===== config.mk =====
export PLATFORM = sky130hd
export DESIGN_NAME = parity_frame_tx_ctrl
export DESIGN_NICKNAME = d
export VERILOG_FILES = /design/src/rtl/parity_frame_tx_ctrl.sv
export SDC_FILE = /design/constraint.sdc
export NUM_CORES = 1
export LEC_CHECK = 0
export CAP_MARGIN = 20
export CORE_MARGIN = 2
export CORE_UTILIZATION = 40
export DETAILED_ROUTE_END_ITERATION = 7
export PLACE_DENSITY = 0.69
export REMOVE_ABC_BUFFERS = 1
export SYNTH_ARGS = -nofsm -noshare
export SYNTH_HDL_FRONTEND = slang
export SYNTH_SLANG_ARGS = --single-unit

===== constraint.sdc =====
create_clock -name clk -period 2.45 [get_ports clk]
set_clock_uncertainty 0.15 [all_clocks]
set_input_delay 0.49 -clock clk [delete_from_list [all_inputs] [get_ports clk]]
set_output_delay 0.49 -clock clk [all_outputs]
set_load 0.02 [all_outputs]

===== src/rtl/parity_frame_tx_ctrl.sv =====
// Serial transmit controller: frames a data word with its even-parity bit as the LSB
// and shifts the WIDTH+1 bit frame out MSB first, each bit held CLK_DIV cycles.
module parity_frame_tx_ctrl #(
  parameter int WIDTH   = 32,
  parameter int CLK_DIV = 4,
  parameter int CNT_W   = 16
) (
  input  logic             clk,
  input  logic             reset_p,
  input  logic [WIDTH-1:0] in_data,
  input  logic             in_valid,
  output logic             in_ready,
  input  logic             abort,
  output logic             tx_bit,
  output logic             tx_active,
  output logic             bit_strobe,
  output logic             frame_done,
  output logic [CNT_W-1:0] frame_cnt
);

  localparam int FW     = WIDTH + 1;
  localparam int DIV_W  = (CLK_DIV > 1) ? $clog2(CLK_DIV) : 1;
  localparam int BITS_W = $clog2(FW + 1);

  localparam logic [DIV_W-1:0]  DIV_LAST  = DIV_W'(CLK_DIV - 1);
  localparam logic [BITS_W-1:0] BITS_INIT = BITS_W'(FW);

  typedef enum logic [1:0] {
    IDLE  = 2'd0,
    SHIFT = 2'd1,
    DONE  = 2'd2
  } state_t;

  state_t              state, state_n;
  logic [FW-1:0]       shreg, shreg_n;
  logic [BITS_W-1:0]   bits_left, bits_left_n;
  logic [DIV_W-1:0]    div, div_n;
  logic [CNT_W-1:0]    frame_cnt_n;

  // Even parity: the appended LSB makes the frame's count of ones even.
  function automatic logic [FW-1:0] build_frame(input logic [WIDTH-1:0] d);
    return {d, ^d};
  endfunction

  assign in_ready = (state == IDLE);

  always_comb begin
    state_n     = state;
    shreg_n     = shreg;
    bits_left_n = bits_left;
    div_n       = div;
    frame_cnt_n = frame_cnt;
    case (state)
      IDLE: begin
        if (in_valid) begin
          shreg_n     = build_frame(in_data);
          bits_left_n = BITS_INIT;
          div_n       = '0;
          state_n     = SHIFT;
        end
      end
      SHIFT: begin
        // Abort wins over the bit-period bookkeeping on the same edge.
        if (abort) begin
          state_n     = IDLE;
          shreg_n     = '0;
          bits_left_n = '0;
          div_n       = '0;
        end else if (div == DIV_LAST) begin
          shreg_n     = {shreg[FW-2:0], 1'b0};
          bits_left_n = bits_left - BITS_W'(1);
          div_n       = '0;
          if (bits_left == BITS_W'(1)) begin
            state_n     = DONE;
            frame_cnt_n = frame_cnt + CNT_W'(1);
          end
        end else begin
          div_n = div + DIV_W'(1);
        end
      end
      DONE: begin
        state_n = IDLE;
      end
      default: begin
        state_n = IDLE;
      end
    endcase
  end

  // State register; outputs are registered from the next-state view so they line up
  // with the state they describe.
  always_ff @(posedge clk or posedge reset_p) begin
    if (reset_p) begin
      state      <= IDLE;
      shreg      <= '0;
      bits_left  <= '0;
      div        <= '0;
      frame_cnt  <= '0;
      tx_bit     <= 1'b0;
      tx_active  <= 1'b0;
      bit_strobe <= 1'b0;
      frame_done <= 1'b0;
    end else begin
      state      <= state_n;
      shreg      <= shreg_n;
      bits_left  <= bits_left_n;
      div        <= div_n;
      frame_cnt  <= frame_cnt_n;
      tx_active  <= (state_n == SHIFT);
      tx_bit     <= (state_n == SHIFT) && shreg_n[FW-1];
      bit_strobe <= (state_n == SHIFT) && (div_n == '0);
      frame_done <= (state_n == DONE);
    end
  end

endmodule


# Yosys cells after proc, flatten, opt, wreduce, memory -nomap -nowiden
# Index checks and enable logic that the tools add are counted.
dict set report totals {
  reg_bits 63
  in_bits 36
  elab_cells 46
}
dict set report classes {
  n_addsub 3
  n_eq_ne 7
  muxes 17
  bitwise_logic 1
  n_reduce_logical 8
}
# op n
set op_table {}
lappend op_table {{33-bit 2-to-1 mux} 3}
lappend op_table {{33-bit case mux with 2 select lines} 1}
lappend op_table {{32-bit parity} 1}
lappend op_table {{6-bit 2-to-1 mux} 3}
lappend op_table {{16-bit by 1-bit adder with 16-bit output (second input constant)} 1}
lappend op_table {{2-bit 2-to-1 mux} 7}
lappend op_table {{6-bit case mux with 2 select lines} 1}
lappend op_table {{2-bit case mux with 2 select lines} 2}
lappend op_table {{6-bit by 1-bit == test with 1-bit output (second input constant)} 1}
lappend op_table {{6-bit by 1-bit subtractor with 6-bit output (second input constant)} 1}
lappend op_table {{2-bit by 1-bit == test with 1-bit output (second input constant)} 2}
lappend op_table {{2-bit == test (second input constant)} 2}
lappend op_table {{2-bit zero test} 2}
lappend op_table {{4-bit AND reduction} 1}
lappend op_table {{3-bit inequality test (second input constant)} 1}
lappend op_table {{3-bit AND reduction} 1}
lappend op_table {{2-bit by 1-bit adder with 2-bit output (second input constant)} 1}
lappend op_table {{1-bit logical AND} 2}
lappend op_table {{2-bit inequality test (second input constant)} 1}
lappend op_table {{2-bit nonzero test} 1}
lappend op_table {{1-bit inverter} 1}

# Depth between registers and ports, before layout
# Gate-level depths: netlist of run 1.
dict set report logic_depth {
  word_depth 7
  mapped_depth 8
  ltp_nobuf 7
}

# Worst setup path after synthesis of run 1
# No wires, ideal clock.
dict set report synth_path {
  path_type {reg2reg}
  start {reg div[0]}
  end {reg bits_left[2]}
  setup_time_ns 0.083
  t_arrival_ns 1.649
  t_required_ns 2.217
  slack_ns 0.568
  stages_incl_launch_ff 8
  synth_period_minus_slack_ns 1.882
  path_cell_list {dfrtp_1 ha_1 or3b_2 nand2b_1 buf_2 buf_2 o21ai_0 o21ai_0}
}
dict set report synth_via {
  elab_chain_cells 3
}
# element line
set synth_lines {}
lappend synth_lines {{from (decl)} 37} ;# logic [DIV_W-1:0] div, div_n;
lappend synth_lines {{from (signal assigned)} 107} ;# div <= div_n;
lappend synth_lines {{2-bit == test} 69} ;# end else if (div == DIV_LAST) begin
lappend synth_lines {{3-bit inequality test (no source line)} -}
lappend synth_lines {{3-bit AND reduction (no source line)} -}
lappend synth_lines {{to (signal assigned)} 106} ;# bits_left <= bits_left_n;
lappend synth_lines {{to (decl)} 36} ;# logic [BITS_W-1:0] bits_left, bits_left_n;
# No other way between the ends.
# A chain may end at the register's enable or synchronous reset.

# Worst setup path after layout of run 1
dict set report layout_path {
  start {reg div[0]}
  end {reg bits_left[3]}
}
# The elaborated chain is that of the path after synthesis.

==> results_tabular.tex, run 1 <==
\begin{tabular}{lr}
\hline
Metric & Value \\
\hline
\multicolumn{2}{l}{\textbf{Finish}} \\
Nets & between 300 and 400 \\
Layout overhead on the synthesized area & 30.5\% \\
Count of inserted antenna diode cells & 0 \\
Layout fillers & between 600 and 700 \\
Fraction of final layout cells with drive strength greater than 1 & 0.0982 \\
Final cell count without fillers & 435 \\
\multicolumn{2}{l}{\textbf{Place}} \\
Port Buffer Count & between 50 and 60 \\
Total placed cells including tap cells & around 420 \\
Final Wtd Congestion & about 0.83 \\
Hpwl dp & 4340 um \\
\multicolumn{2}{l}{\textbf{Clock network}} \\
Number of cells upsized or downsized after cts & 0 \\
Setup Buffers After CTS & 0 \\
Clock root cell & sky130\_fd\_sc\_hd\_\_clkbuf\_8 \\
CTS Buf Count & 9 \\
Hold-fix buffers, CTS & 0 \\
Sink count of the clock tree & 63 \\
Clock slew seen by the registers of the worst setup and hold paths & 0.07 ns \\
CTS H-Tree Depth & 3 \\
Clock latency reported for the late side of the worst-skew pair & between 0.3 and 0.4 ns \\
CTS tree & yes \\
Max Buffers Root-to-Sink & 2 \\
\multicolumn{2}{l}{\textbf{Logic synthesis}} \\
Biggest area contributors in the synthesized netlist & sky130\_fd\_sc\_hd\_\_dfrtp\_1 52\%, sky130\_fd\_sc\_hd\_\_xnor2\_1 11\%, sky130\_fd\_sc\_hd\_\_a222oi\_1 11\% \\
Cell count after synthesis & 269 \\
Post-Synthesis Cell Area & 3010 sq um \\
Main synth FF type & sky130\_fd\_sc\_hd\_\_dfrtp\_1 \\
Post-synthesis average cell area & $\sim$11 sq um \\
Number of enable flip-flop cells after synthesis & 0 \\
Proportion of netlist area held by the largest area contributor & 0.524 \\
Top cell type by total area after synthesis & sky130\_fd\_sc\_hd\_\_dfrtp\_1 \\
Number of synthesized register bits & 63 \\
Sequential area share after synthesis & 0.524 \\
Count of unique library cells instantiated by Yosys & 37 \\
FFs w/ async S/R, synth & 1.00 \\
Number of warnings printed during yosys synthesis & 0 \\
\multicolumn{2}{l}{\textbf{Power}} \\
Total power density per cell area & around 710 nW/um\^{}2 \\
Worst-case vdd ir drop & between 0.0003 and 0.0004 V \\
Leakage power figure & about 1.9 nW \\
\multicolumn{2}{l}{\textbf{GRT}} \\
Overflow left after global routing & 0 \\
Number of antenna violations at the first check in global routing & 0 \\
Via count of the first global-routing pass & 2194 \\
Largest net degree at the start of global routing & 36 \\
Wire length of the first global-routing pass & around 10000 um \\
Combined global-route utilization of all metal layers & 0.157 \\
\multicolumn{2}{l}{\textbf{Floorplan}} \\
Die footprint & roughly 8000 sq um \\
Core ar. & between 7000 and 8000 sq um \\
DIE HEIGHT & between 90 and 100 um \\
Starting utilization of the core area & 0.415 \\
Row Count & 31 \\
I/O pins & 57 \\
Die Wd & roughly 91 um \\
\multicolumn{2}{l}{\textbf{Routing}} \\
Average detailed-routed wire length per instance & $\sim$14 um \\
Number of vias in the routed layout & 2268 \\
Remaining DRCs & 0 \\
Drt via density & 5.21 \\
Post-route antenna net violation count & 0 \\
Final wirelength & slightly above 6000 um \\
1st-pass router iterations & 7 \\
DRC marker count from the first detailed-route iteration & 280 \\
\multicolumn{2}{l}{\textbf{STA}} \\
Transition time of the tightest slew-check pin & 0.435 ns \\
Final count of negative-setup-slack endpoints & 0 \\
Pins Over Slew Limit & 0 \\
Final setup TNS & 0 ns \\
Clock period minus worst slack & between 2 and 2.5 ns \\
Worst slew slack as a fraction of its limit & 0.710 \\
RSZ-0062 raised after global routing & no \\
Upper clock frequency limit & about 460 MHz \\
Part of the cycle the worst path needs & 0.886 \\
Number of hold violations in the final report & 0 \\
\multicolumn{2}{l}{\textbf{Setup path}} \\
Worst Path Arrival & 2.22 ns \\
Count of buffer and inverter cells on the critical path & 1 \\
Cell Chain, Critical Path & ha\_1 -> or3b\_2 -> nand2b\_1 -> buf\_4 -> nor3\_1 -> a21oi\_1 -> o21ai\_0 \\
Worst Setup Path Type & flop to flop \\
Worst-path cell with the longest stage delay & sky130\_fd\_sc\_hd\_\_or3b\_2 \\
Critical path required time & 2.50 ns \\
Cell family with most CP delay & simple AND/OR/NAND/NOR gates \\
Biggest fanout along the worst timing path & 6 \\
Type of element capturing the critical path & flop \\
Nature of the critical path startpoint & flop \\
CP peak stage delay & 0.50 ns \\
\multicolumn{2}{l}{\textbf{Run}} \\
Total of max-cap violations & 0 \\
\multicolumn{2}{l}{\textbf{Run status}} \\
Status & completed \\
\multicolumn{2}{l}{\textbf{Worst hold path}} \\
Kind of path behind the tightest hold check & flop to flop \\
\hline
\end{tabular}
final cells by class:
cell class | count | area (sq um) | share of cell area
clock inverter | 3 | 40.0 | 0.0102
sequential | 63 | 1580 | 0.401
tap | 99 | 124 | 0.0315
multi-input combinational | 154 | 1220 | 0.311
clock buffer | 13 | 169 | 0.0430
inverter | 37 | 139 | 0.0353
timing repair buffer | 66 | 661 | 0.168
per-layer routing:
layer  global-route usage  vias to the layer above  wire length, um
li1                     -                     1072                -
met1                0.212                     1098             2840
met2                0.234                       89             2870
met3               0.0526                        9              437
met4               0.0577                        0               93
met5                    0                        -                0
worst register-to-register path, stage by stage (launching register included):
cell and delay (ns):
sky130_fd_sc_hd__dfrtp_1 0.40, sky130_fd_sc_hd__ha_1 0.30, sky130_fd_sc_hd__or3b_2 0.50, sky130_fd_sc_hd__nand2b_1 0.20, sky130_fd_sc_hd__buf_4 0.19, sky130_fd_sc_hd__nor3_1 0.05
sky130_fd_sc_hd__a21oi_1 0.15, sky130_fd_sc_hd__o21ai_0 0.10
synthesized netlist by cell type, types with 2 or more instances:
| library cell | number |
|---|---|
| sky130_fd_sc_hd__inv_1 | 37 |
| sky130_fd_sc_hd__nand4_1 | 3 |
| sky130_fd_sc_hd__and4_1 | 2 |
| sky130_fd_sc_hd__nand3_1 | 4 |
| sky130_fd_sc_hd__ha_1 | 4 |
| sky130_fd_sc_hd__and3_1 | 3 |
| sky130_fd_sc_hd__o21ai_0 | 5 |
| sky130_fd_sc_hd__buf_2 | 5 |
| sky130_fd_sc_hd__a21oi_1 | 6 |
| sky130_fd_sc_hd__a222oi_1 | 32 |
| sky130_fd_sc_hd__nand2b_1 | 2 |
| sky130_fd_sc_hd__dfrtp_1 | 63 |
| sky130_fd_sc_hd__nor3_1 | 2 |
| sky130_fd_sc_hd__nand2_1 | 12 |
| sky130_fd_sc_hd__xor2_1 | 9 |
| sky130_fd_sc_hd__and2_1 | 2 |
| sky130_fd_sc_hd__a21o_1 | 2 |
| sky130_fd_sc_hd__o31ai_1 | 2 |
| sky130_fd_sc_hd__nor2_1 | 12 |
| sky130_fd_sc_hd__xnor2_1 | 38 |
| sky130_fd_sc_hd__clkbuf_1 | 8 |
stage by stage:
step           cell area [sq um]  power (mW)  setup WS [ns]  utilization  hold WS, ns
2_1_floorplan               2940        1.66        0.00415            -        0.307
3_3_place_gp                3720        1.87         0.0916        0.513        0.317
3_5_place_dp                3720        1.89        0.00751        0.513        0.320
4_1_cts                     3930        2.82          0.264        0.542        0.337
5_1_grt                     3930        2.95          0.195        0.542        0.360
6_report                    3930        2.80          0.280        0.542        0.333
path summary, 6_finish.rpt:
kind	startpoint	end	slack, ns	cells after the start
max in group asynchronous	reset_p	shreg[5]$_DFFE_PP0P_	1.41	3
min	frame_cnt[15]$_DFFE_PP0P_	frame_cnt[15]$_DFFE_PP0P_	0.33	1
min in group asynchronous	reset_p	bits_left[5]$_DFFE_PP0P_	0.40	3
max reg2reg	div[0]$_DFF_PP0_	bits_left[3]$_DFFE_PP0P_	0.28	7
max	div[0]$_DFF_PP0_	bits_left[3]$_DFFE_PP0P_	0.28	7
min reg2reg	frame_cnt[15]$_DFFE_PP0P_	frame_cnt[15]$_DFFE_PP0P_	0.33	1
kinds of logic (layout without fill, tap and decap cells):
logic type	after synthesis	in the layout	share of synthesized area
compound gates	49	49	0.140
xor+xnor	47	47	0.137
fa+ha+maj	4	4	0.0166
buf+inv	52	119	0.0707
flops	63	63	0.524
mux	1	1	0.00374
simple gates	53	53	0.108
where the power goes:
part / switching [mW] / internal, mW / leakage [nW] / total, mW
combinational: 0.302 / 0.320 / 0.938 / 0.622
clock: 0.375 / 0.550 / 0.109 / 0.925
sequential: 0.0834 / 1.16 / 0.831 / 1.25
total: 0.761 / 2.03 / 1.88 / 2.80
layout by cell type (no fill, tap or decap), drive strengths merged, types with 6 or more instances in the layout:
master / netlist / layout
xnor2: 38 / 38
dfrtp: 63 / 63
xor2: 9 / 9
buf: 7 / 10
nand2: 12 / 12
nor2: 13 / 13
clkdlybuf4s50: 0 / 56
a21oi: 6 / 6
inv: 37 / 37
clkbuf: 8 / 13
a222oi: 32 / 32
state kept, by name, indices dropped and copies added (netlist names):
signal      cells
div             2
frame_done      1
bits_left       6
tx_bit          1
frame_cnt      16
shreg          33
bit_strobe      1
state           2
tx_active       1
(Power assumes the default switching activity.)
==> run 2, diff against run 1 <==
==> constraint.sdc (replaced) <==
create_clock -name clk -period 2 [get_ports clk]
set_clock_uncertainty 0.15 [all_clocks]
set_input_delay 0.4 -clock clk [delete_from_list [all_inputs] [get_ports clk]]
set_output_delay 0.4 -clock clk [all_outputs]
set_load 0.02 [all_outputs]
==> run 2 against run 1 <==
  * Sequential share of layout area shrank 1.9 points
  * Register-to-register slack lost 0.13 ns
  * Clock power grew 22%
  * Critical path type is now flop to output pin
  * Largest cell class unchanged
==> results_tabular.tex, run 2 (same netlist as run 1, synthesis figures left out) <==
\begin{tabular}{lr}
\hline
Metric & Value \\
\hline
\multicolumn{2}{l}{\textbf{Run status}} \\
Status & completed \\
\multicolumn{2}{l}{\textbf{STA}} \\
RSZ-0062 raised after global routing & no \\
Hold Worst Slack & approximately 0.32 ns \\
Upper clock frequency limit & a little over 500 MHz \\
Clock period minus worst slack & about 1.9 ns \\
Worst slew slack as a fraction of its limit & 0.724 \\
Pins Over Slew Limit & 0 \\
Number of hold violations in the final report & 0 \\
Part of the cycle the worst path needs & 0.962 \\
Transition time of the tightest slew-check pin & $\sim$0.41 ns \\
Final count of negative-setup-slack endpoints & 0 \\
\multicolumn{2}{l}{\textbf{Finish}} \\
Multi-input gate area & approximately 1200 sq um \\
Final cell count without fillers & $\sim$460 \\
Count of inserted antenna diode cells & 0 \\
Layout overhead on the synthesized area & 37.2\% \\
Fraction of final layout cells with drive strength greater than 1 & 0.162 \\
Top reg by flops & shreg \\
Sequential cell area in the final layout & between 1500 and 2000 sq um \\
Largest registers & shreg (33), frame\_cnt (16), bits\_left (6) \\
Layout fillers & about 640 \\
Leading cell type in the layout, fill and taps excluded & sky130\_fd\_sc\_hd\_\_dfrtp\_1 \\
Commonest non-fill, non-tap cells in the layout & 63 x sky130\_fd\_sc\_hd\_\_dfrtp\_1, 51 x sky130\_fd\_sc\_hd\_\_clkdlybuf4s50\_1, 38 x sky130\_fd\_sc\_hd\_\_xnor2\_1 \\
Nets & $\sim$390 \\
Number of flip-flops under the largest register name & 33 \\
\multicolumn{2}{l}{\textbf{Routing}} \\
Remaining DRCs & 0 \\
Drt via density & 4.95 \\
Average detailed-routed wire length per instance & around 14 um \\
Number of vias in the routed layout & roughly 2300 \\
1st-pass router iterations & 8 \\
Final wirelength & about 6300 um \\
Post-route antenna net violation count & 0 \\
DRC marker count from the first detailed-route iteration & around 250 \\
\multicolumn{2}{l}{\textbf{Worst hold path}} \\
Kind of path behind the tightest hold check & input pin to async pin \\
\multicolumn{2}{l}{\textbf{Clock network}} \\
CTS tree & yes \\
Hold-fix buffers, CTS & 0 \\
Sink count of the clock tree & 63 \\
Max Buffers Root-to-Sink & 2 \\
Clock slew seen by the registers of the worst setup and hold paths & around 0.070 ns \\
Clock latency reported for the late side of the worst-skew pair & about 0.32 ns \\
CTS H-Tree Depth & 3 \\
Setup Buffers After CTS & 0 \\
Clock root cell & sky130\_fd\_sc\_hd\_\_clkbuf\_8 \\
CTS Buf Count & 9 \\
\multicolumn{2}{l}{\textbf{Setup path}} \\
Register-to-Register Path Depth & 6 \\
Worst Path Arrival & roughly 1.4 ns \\
Type of element capturing the critical path & output pin \\
Cell Chain, Critical Path & clkdlybuf4s50\_1 \\
CP peak stage delay & $\sim$0.63 ns \\
Setup slack of the most critical reg-to-reg path & around 0.15 ns \\
Worst Setup Path Type & flop to output pin \\
Count of buffer and inverter cells on the critical path & 1 \\
Crit Reg-Reg Startpoint & bits\_left[3]\$\_DFFE\_PP0P\_ \\
Critical path required time & $\sim$1.5 ns \\
Cell family with most CP delay & buffers and inverters \\
Worst-path cell with the longest stage delay & sky130\_fd\_sc\_hd\_\_clkdlybuf4s50\_1 \\
Nature of the critical path startpoint & flop \\
R2r endpoint & frame\_cnt[8]\$\_DFFE\_PP0P\_ \\
Biggest fanout along the worst timing path & 5 \\
\multicolumn{2}{l}{\textbf{GRT}} \\
Number of antenna violations at the first check in global routing & 0 \\
Wire length of the first global-routing pass & around 11000 um \\
Combined global-route utilization of all metal layers & 0.161 \\
Overflow left after global routing & 0 \\
Via count of the first global-routing pass & about 2300 \\
Largest net degree at the start of global routing & 34 \\
\multicolumn{2}{l}{\textbf{Floorplan}} \\
Starting utilization of the core area & 0.415 \\
Die footprint & about 8200 sq um \\
I/O pins & between 50 and 60 \\
Core ar. & 7250 sq um \\
Row Count & 31 \\
Die Wd & a little over 90 um \\
DIE HEIGHT & 90.8 um \\
\multicolumn{2}{l}{\textbf{Place}} \\
Final Wtd Congestion & slightly below 0.8 \\
Total placed cells including tap cells & $\sim$440 \\
Hpwl dp & 4420 um \\
Port Buffer Count & 56 \\
\multicolumn{2}{l}{\textbf{Power}} \\
Total power density per cell area & $\sim$840 nW/um\^{}2 \\
Leakage power figure & slightly above 2 nW \\
Worst-case vdd ir drop & 0.000446 V \\
\multicolumn{2}{l}{\textbf{Run}} \\
Total of max-cap violations & 0 \\
\hline
\end{tabular}
==> run 2: power breakdown <==
group	switching (mW)	internal (mW)	leakage, nW
clock network	0.451	0.674	0.109
registers	0.100	1.43	0.831
logic	0.377	0.424	1.13
total	0.928	2.52	2.07
==> run 2: worst register-to-register path, delay by kind of cell, from the launching register on <==
kind / cells / cell delay, ns
simple gates: 5 / 1.01
flops: 1 / 0.45
xor+xnor: 1 / 0.16
==> run 2: how the worst max path moves through the flow <==
stage                                    from  depth (start not counted)                  endpoint  slack (ns)
floorplan                    div[0]$_DFF_PP0_                          5          tx_bit$_DFF_PP0_       -0.45
global placement                        abort                          7  bits_left[3]$_DFFE_PP0P_       -0.14
detailed placement                      abort                          7  bits_left[3]$_DFFE_PP0P_       -0.20
CTS                  frame_cnt[4]$_DFFE_PP0P_                          1              frame_cnt[4]       0.001
global route         bits_left[2]$_DFFE_PP0P_                          6  frame_cnt[6]$_DFFE_PP0P_        0.01
finish              frame_cnt[10]$_DFFE_PP0P_                          1             frame_cnt[10]        0.08
==> run 2: final cells by class <==
type,count,share of cell area
multi-input combinational,154,0.299
inverter,37,0.0336
clock buffer,13,0.0409
tap,99,0.0300
timing repair buffer,88,0.205
sequential,63,0.382
clock inverter,3,0.00969
==> run 2: stage by stage <==
stage	power (mW)	cell area [sq um]	setup slack (ns)	utilization	TNS, ns
4_1_cts	3.49	4110	0.00140	0.566	0
6_report	3.45	4130	0.0756	0.569	0
2_1_floorplan	2.03	2940	-0.446	-	-21.34
3_5_place_dp	2.35	3900	-0.204	0.538	-4.89
3_3_place_gp	2.33	3900	-0.138	0.538	-3.27
5_1_grt	3.65	4130	0.0122	0.569	0
==> run 2: what timing repair did <==
item / in CTS / in global routing
gates resized for setup: 1 / 8
endpoints found under the hold margin: 0 / 0
endpoints found under the setup margin: 1 / 11
==> run 2: layer usage <==
layer / global-route usage / wire, um / vias up
met5: 0 / 0 / -
met1: 0.210 / 2940 / 1083
met3: 0.0534 / 387 / 7
met2: 0.246 / 2900 / 59
met4: 0.0667 / 90 / 0
li1: - / - / 1115
==> run 3, diff against run 2 <==
--- a/config.mk
+++ b/config.mk
@@ -5,6 +5,7 @@
 export SDC_FILE = /design/constraint.sdc
 export NUM_CORES = 1
 export LEC_CHECK = 0
+export ABC_CLOCK_PERIOD_IN_PS = 1800
 export CAP_MARGIN = 20
 export CORE_MARGIN = 2
 export CORE_UTILIZATION = 40
==> constraint.sdc (replaced) <==
create_clock -name clk -period 1.8 [get_ports clk]
set_clock_uncertainty 0.15 [all_clocks]
set_input_delay 0.36 -clock clk [delete_from_list [all_inputs] [get_ports clk]]
set_output_delay 0.36 -clock clk [all_outputs]
set_load 0.02 [all_outputs]
==> run 3 against run 2 <==
  * Total power up 12%
  * Sequential cell count stayed put
  * Via count increased by 4.4%
  * Final area is 7.1% higher
  * Critical path depth up 6
  * Routed wire length up 11%
==> results_tabular.tex, run 3 (same netlist as run 1, synthesis figures left out) <==
\begin{tabular}{lr}
\hline
Metric & Value \\
\hline
\multicolumn{2}{l}{\textbf{Setup path}} \\
Cell family with most CP delay & XOR/XNOR gates \\
Most frequent cell on the critical path & sky130\_fd\_sc\_hd\_\_xnor2\_2 \\
CP peak stage delay & around 0.47 ns \\
Count of buffer and inverter cells on the critical path & 1 \\
Worst-path cell with the longest stage delay & sky130\_fd\_sc\_hd\_\_clkdlybuf4s50\_1 \\
Worst Path Arrival & 1.85 ns \\
Cell Chain, Critical Path & clkdlybuf4s50\_1 -> xnor2\_2 -> xnor2\_2 -> xnor2\_2 -> xnor2\_1 -> xnor2\_1 -> a22o\_1 \\
Biggest fanout along the worst timing path & 2 \\
Worst Setup Path Type & input pin to flop \\
Type of element capturing the critical path & flop \\
Critical path required time & around 1.9 ns \\
Nature of the critical path startpoint & input pin \\
\multicolumn{2}{l}{\textbf{Finish}} \\
Top reg by flops & shreg \\
Layout overhead on the synthesized area & 47.0\% \\
Commonest non-fill, non-tap cells in the layout & 61 x sky130\_fd\_sc\_hd\_\_dfrtp\_1, 36 x sky130\_fd\_sc\_hd\_\_inv\_1, 36 x sky130\_fd\_sc\_hd\_\_buf\_4 \\
Largest registers & shreg (33), frame\_cnt (16), bits\_left (6) \\
Number of flip-flops under the largest register name & 33 \\
Fraction of final layout cells with drive strength greater than 1 & 0.255 \\
Nets & around 410 \\
Sequential cell area in the final layout & between 1500 and 2000 sq um \\
Leading cell type in the layout, fill and taps excluded & sky130\_fd\_sc\_hd\_\_dfrtp\_1 \\
Final core utilization & 0.610 \\
Multi-input gate area & between 1000 and 1500 sq um \\
Layout fillers & approximately 610 \\
\multicolumn{2}{l}{\textbf{GRT}} \\
Overflow left after global routing & 0 \\
Largest net degree at the start of global routing & 36 \\
Wire length of the first global-routing pass & $\sim$11000 um \\
Number of antenna violations at the first check in global routing & 1 \\
Via count of the first global-routing pass & $\sim$2400 \\
Combined global-route utilization of all metal layers & 0.164 \\
\multicolumn{2}{l}{\textbf{Clock network}} \\
Clock root cell & sky130\_fd\_sc\_hd\_\_clkbuf\_8 \\
CTS Buf Count & 9 \\
Sink count of the clock tree & 63 \\
CTS H-Tree Depth & 3 \\
Clock slew seen by the registers of the worst setup and hold paths & 0.07 ns \\
CTS tree & yes \\
Clock latency reported for the late side of the worst-skew pair & around 0.33 ns \\
Max Buffers Root-to-Sink & 2 \\
\multicolumn{2}{l}{\textbf{Routing}} \\
Final wirelength & between 7000 and 8000 um \\
Remaining DRCs & 0 \\
DRC marker count from the first detailed-route iteration & approximately 250 \\
Post-route antenna net violation count & 0 \\
Drt via density & approximately 5.0 \\
1st-pass router iterations & 6 \\
Average detailed-routed wire length per instance & $\sim$15 um \\
Number of vias in the routed layout & about 2400 \\
\multicolumn{2}{l}{\textbf{STA}} \\
Clock period minus worst slack & $\sim$1.8 ns \\
Upper clock frequency limit & between 500 and 600 MHz \\
Final count of negative-setup-slack endpoints & 0 \\
Hold Worst Slack & 0.200 ns \\
Worst slew slack as a fraction of its limit & 0.756 \\
Final setup slack of the worst path & about 0.027 ns \\
Number of hold violations in the final report & 0 \\
Part of the cycle the worst path needs & 0.985 \\
Transition time of the tightest slew-check pin & around 0.37 ns \\
RSZ-0062 raised after global routing & yes \\
Pins Over Slew Limit & 0 \\
\multicolumn{2}{l}{\textbf{Worst hold path}} \\
Kind of path behind the tightest hold check & input pin to flop \\
\multicolumn{2}{l}{\textbf{Place}} \\
Hpwl dp & about 4400 um \\
Final Wtd Congestion & approximately 0.8 \\
Port Buffer Count & 56 \\
Worst slack, placed & -0.371 ns \\
\multicolumn{2}{l}{\textbf{Floorplan}} \\
Row Count & 31 \\
Core ar. & 7250 sq um \\
Die footprint & around 8200 sq um \\
I/O pins & 57 \\
Die Wd & slightly above 90 um \\
DIE HEIGHT & a little over 90 um \\
Starting utilization of the core area & 0.415 \\
\multicolumn{2}{l}{\textbf{Power}} \\
Worst-case vdd ir drop & $\sim$0.00047 V \\
Total power density per cell area & $\sim$870 nW/um\^{}2 \\
Leakage power figure & roughly 2.4 nW \\
\multicolumn{2}{l}{\textbf{Run status}} \\
Status & completed \\
\multicolumn{2}{l}{\textbf{Run}} \\
Total of max-cap violations & 0 \\
\hline
\end{tabular}
run 3: power by group:
group,switching [mW],internal (mW),total [mW],leakage [nW]
combinational,0.498,0.569,1.07,1.45
sequential,0.103,1.58,1.69,0.828
clock,0.563,0.541,1.10,0.0926
run 3: per-layer routing:
layer / vias up / global-route usage / routed length, um
li1: 1143 / - / -
met1: 1150 / 0.228 / 3260
met2: 64 / 0.247 / 3320
met3: 7 / 0.0526 / 394
met4: 0 / 0.0462 / 61
met5: - / 0 / 0
run 3: stage by stage:
stage	area (sq um)	total power, mW	std cells	setup TNS, ns
after global routing	4420	4.09	472	-0.200
after detailed placement	3960	2.65	448	-13.53
after CTS	4140	3.76	464	-0.00244
after global placement	3960	2.62	448	-12.16
after floorplan	2940	2.26	254	-39.65
final	4420	3.86	472	0
run 3: worst min-delay path, stage by stage:
cell,delay (ns)
sky130_fd_sc_hd__dlymetal6s2s_1,0.12
sky130_fd_sc_hd__a222oi_1,0.11
sky130_fd_sc_hd__inv_1,0.05
run 3: worst paths after layout:
| path | start | to | slack (ns) | depth (start not counted) |
|---|---|---|---|---|
| max | in_data[1] | shreg[0]$_DFFE_PP0P_ | 0.03 | 7 |
| min | in_data[4] | shreg[5]$_DFFE_PP0P_ | 0.20 | 3 |
| max reg2reg | state[0]$_DFF_PP0_ | shreg[14]$_DFFE_PP0P_ | 0.04 | 6 |
| min reg2reg | frame_cnt[15]$_DFFE_PP0P_ | frame_cnt[15]$_DFFE_PP0P_ | 0.34 | 1 |
| max in group asynchronous | reset_p | frame_cnt[5]$_DFFE_PP0P_ | 0.90 | 3 |
| min in group asynchronous | reset_p | shreg[20]$_DFFE_PP0P_ | 0.24 | 3 |
run 3: layout make-up:
class	count	share of cell area
flip-flops and latches	63	0.357
clock buffers	10	0.0311
repair buffers	102	0.232
clock inverters	6	0.00990
well taps	99	0.0280
diodes	1	0.000566
multi-input cells	154	0.310
inverters	37	0.0314
run 3: what timing repair did:
action	4_1_cts	5_1_grt
setup buffers	0	4
endpoints found under the setup margin	60	43
gates resized for setup	22	51
hold buffers	0	0
gates cloned	0	3
pin swaps	0	31
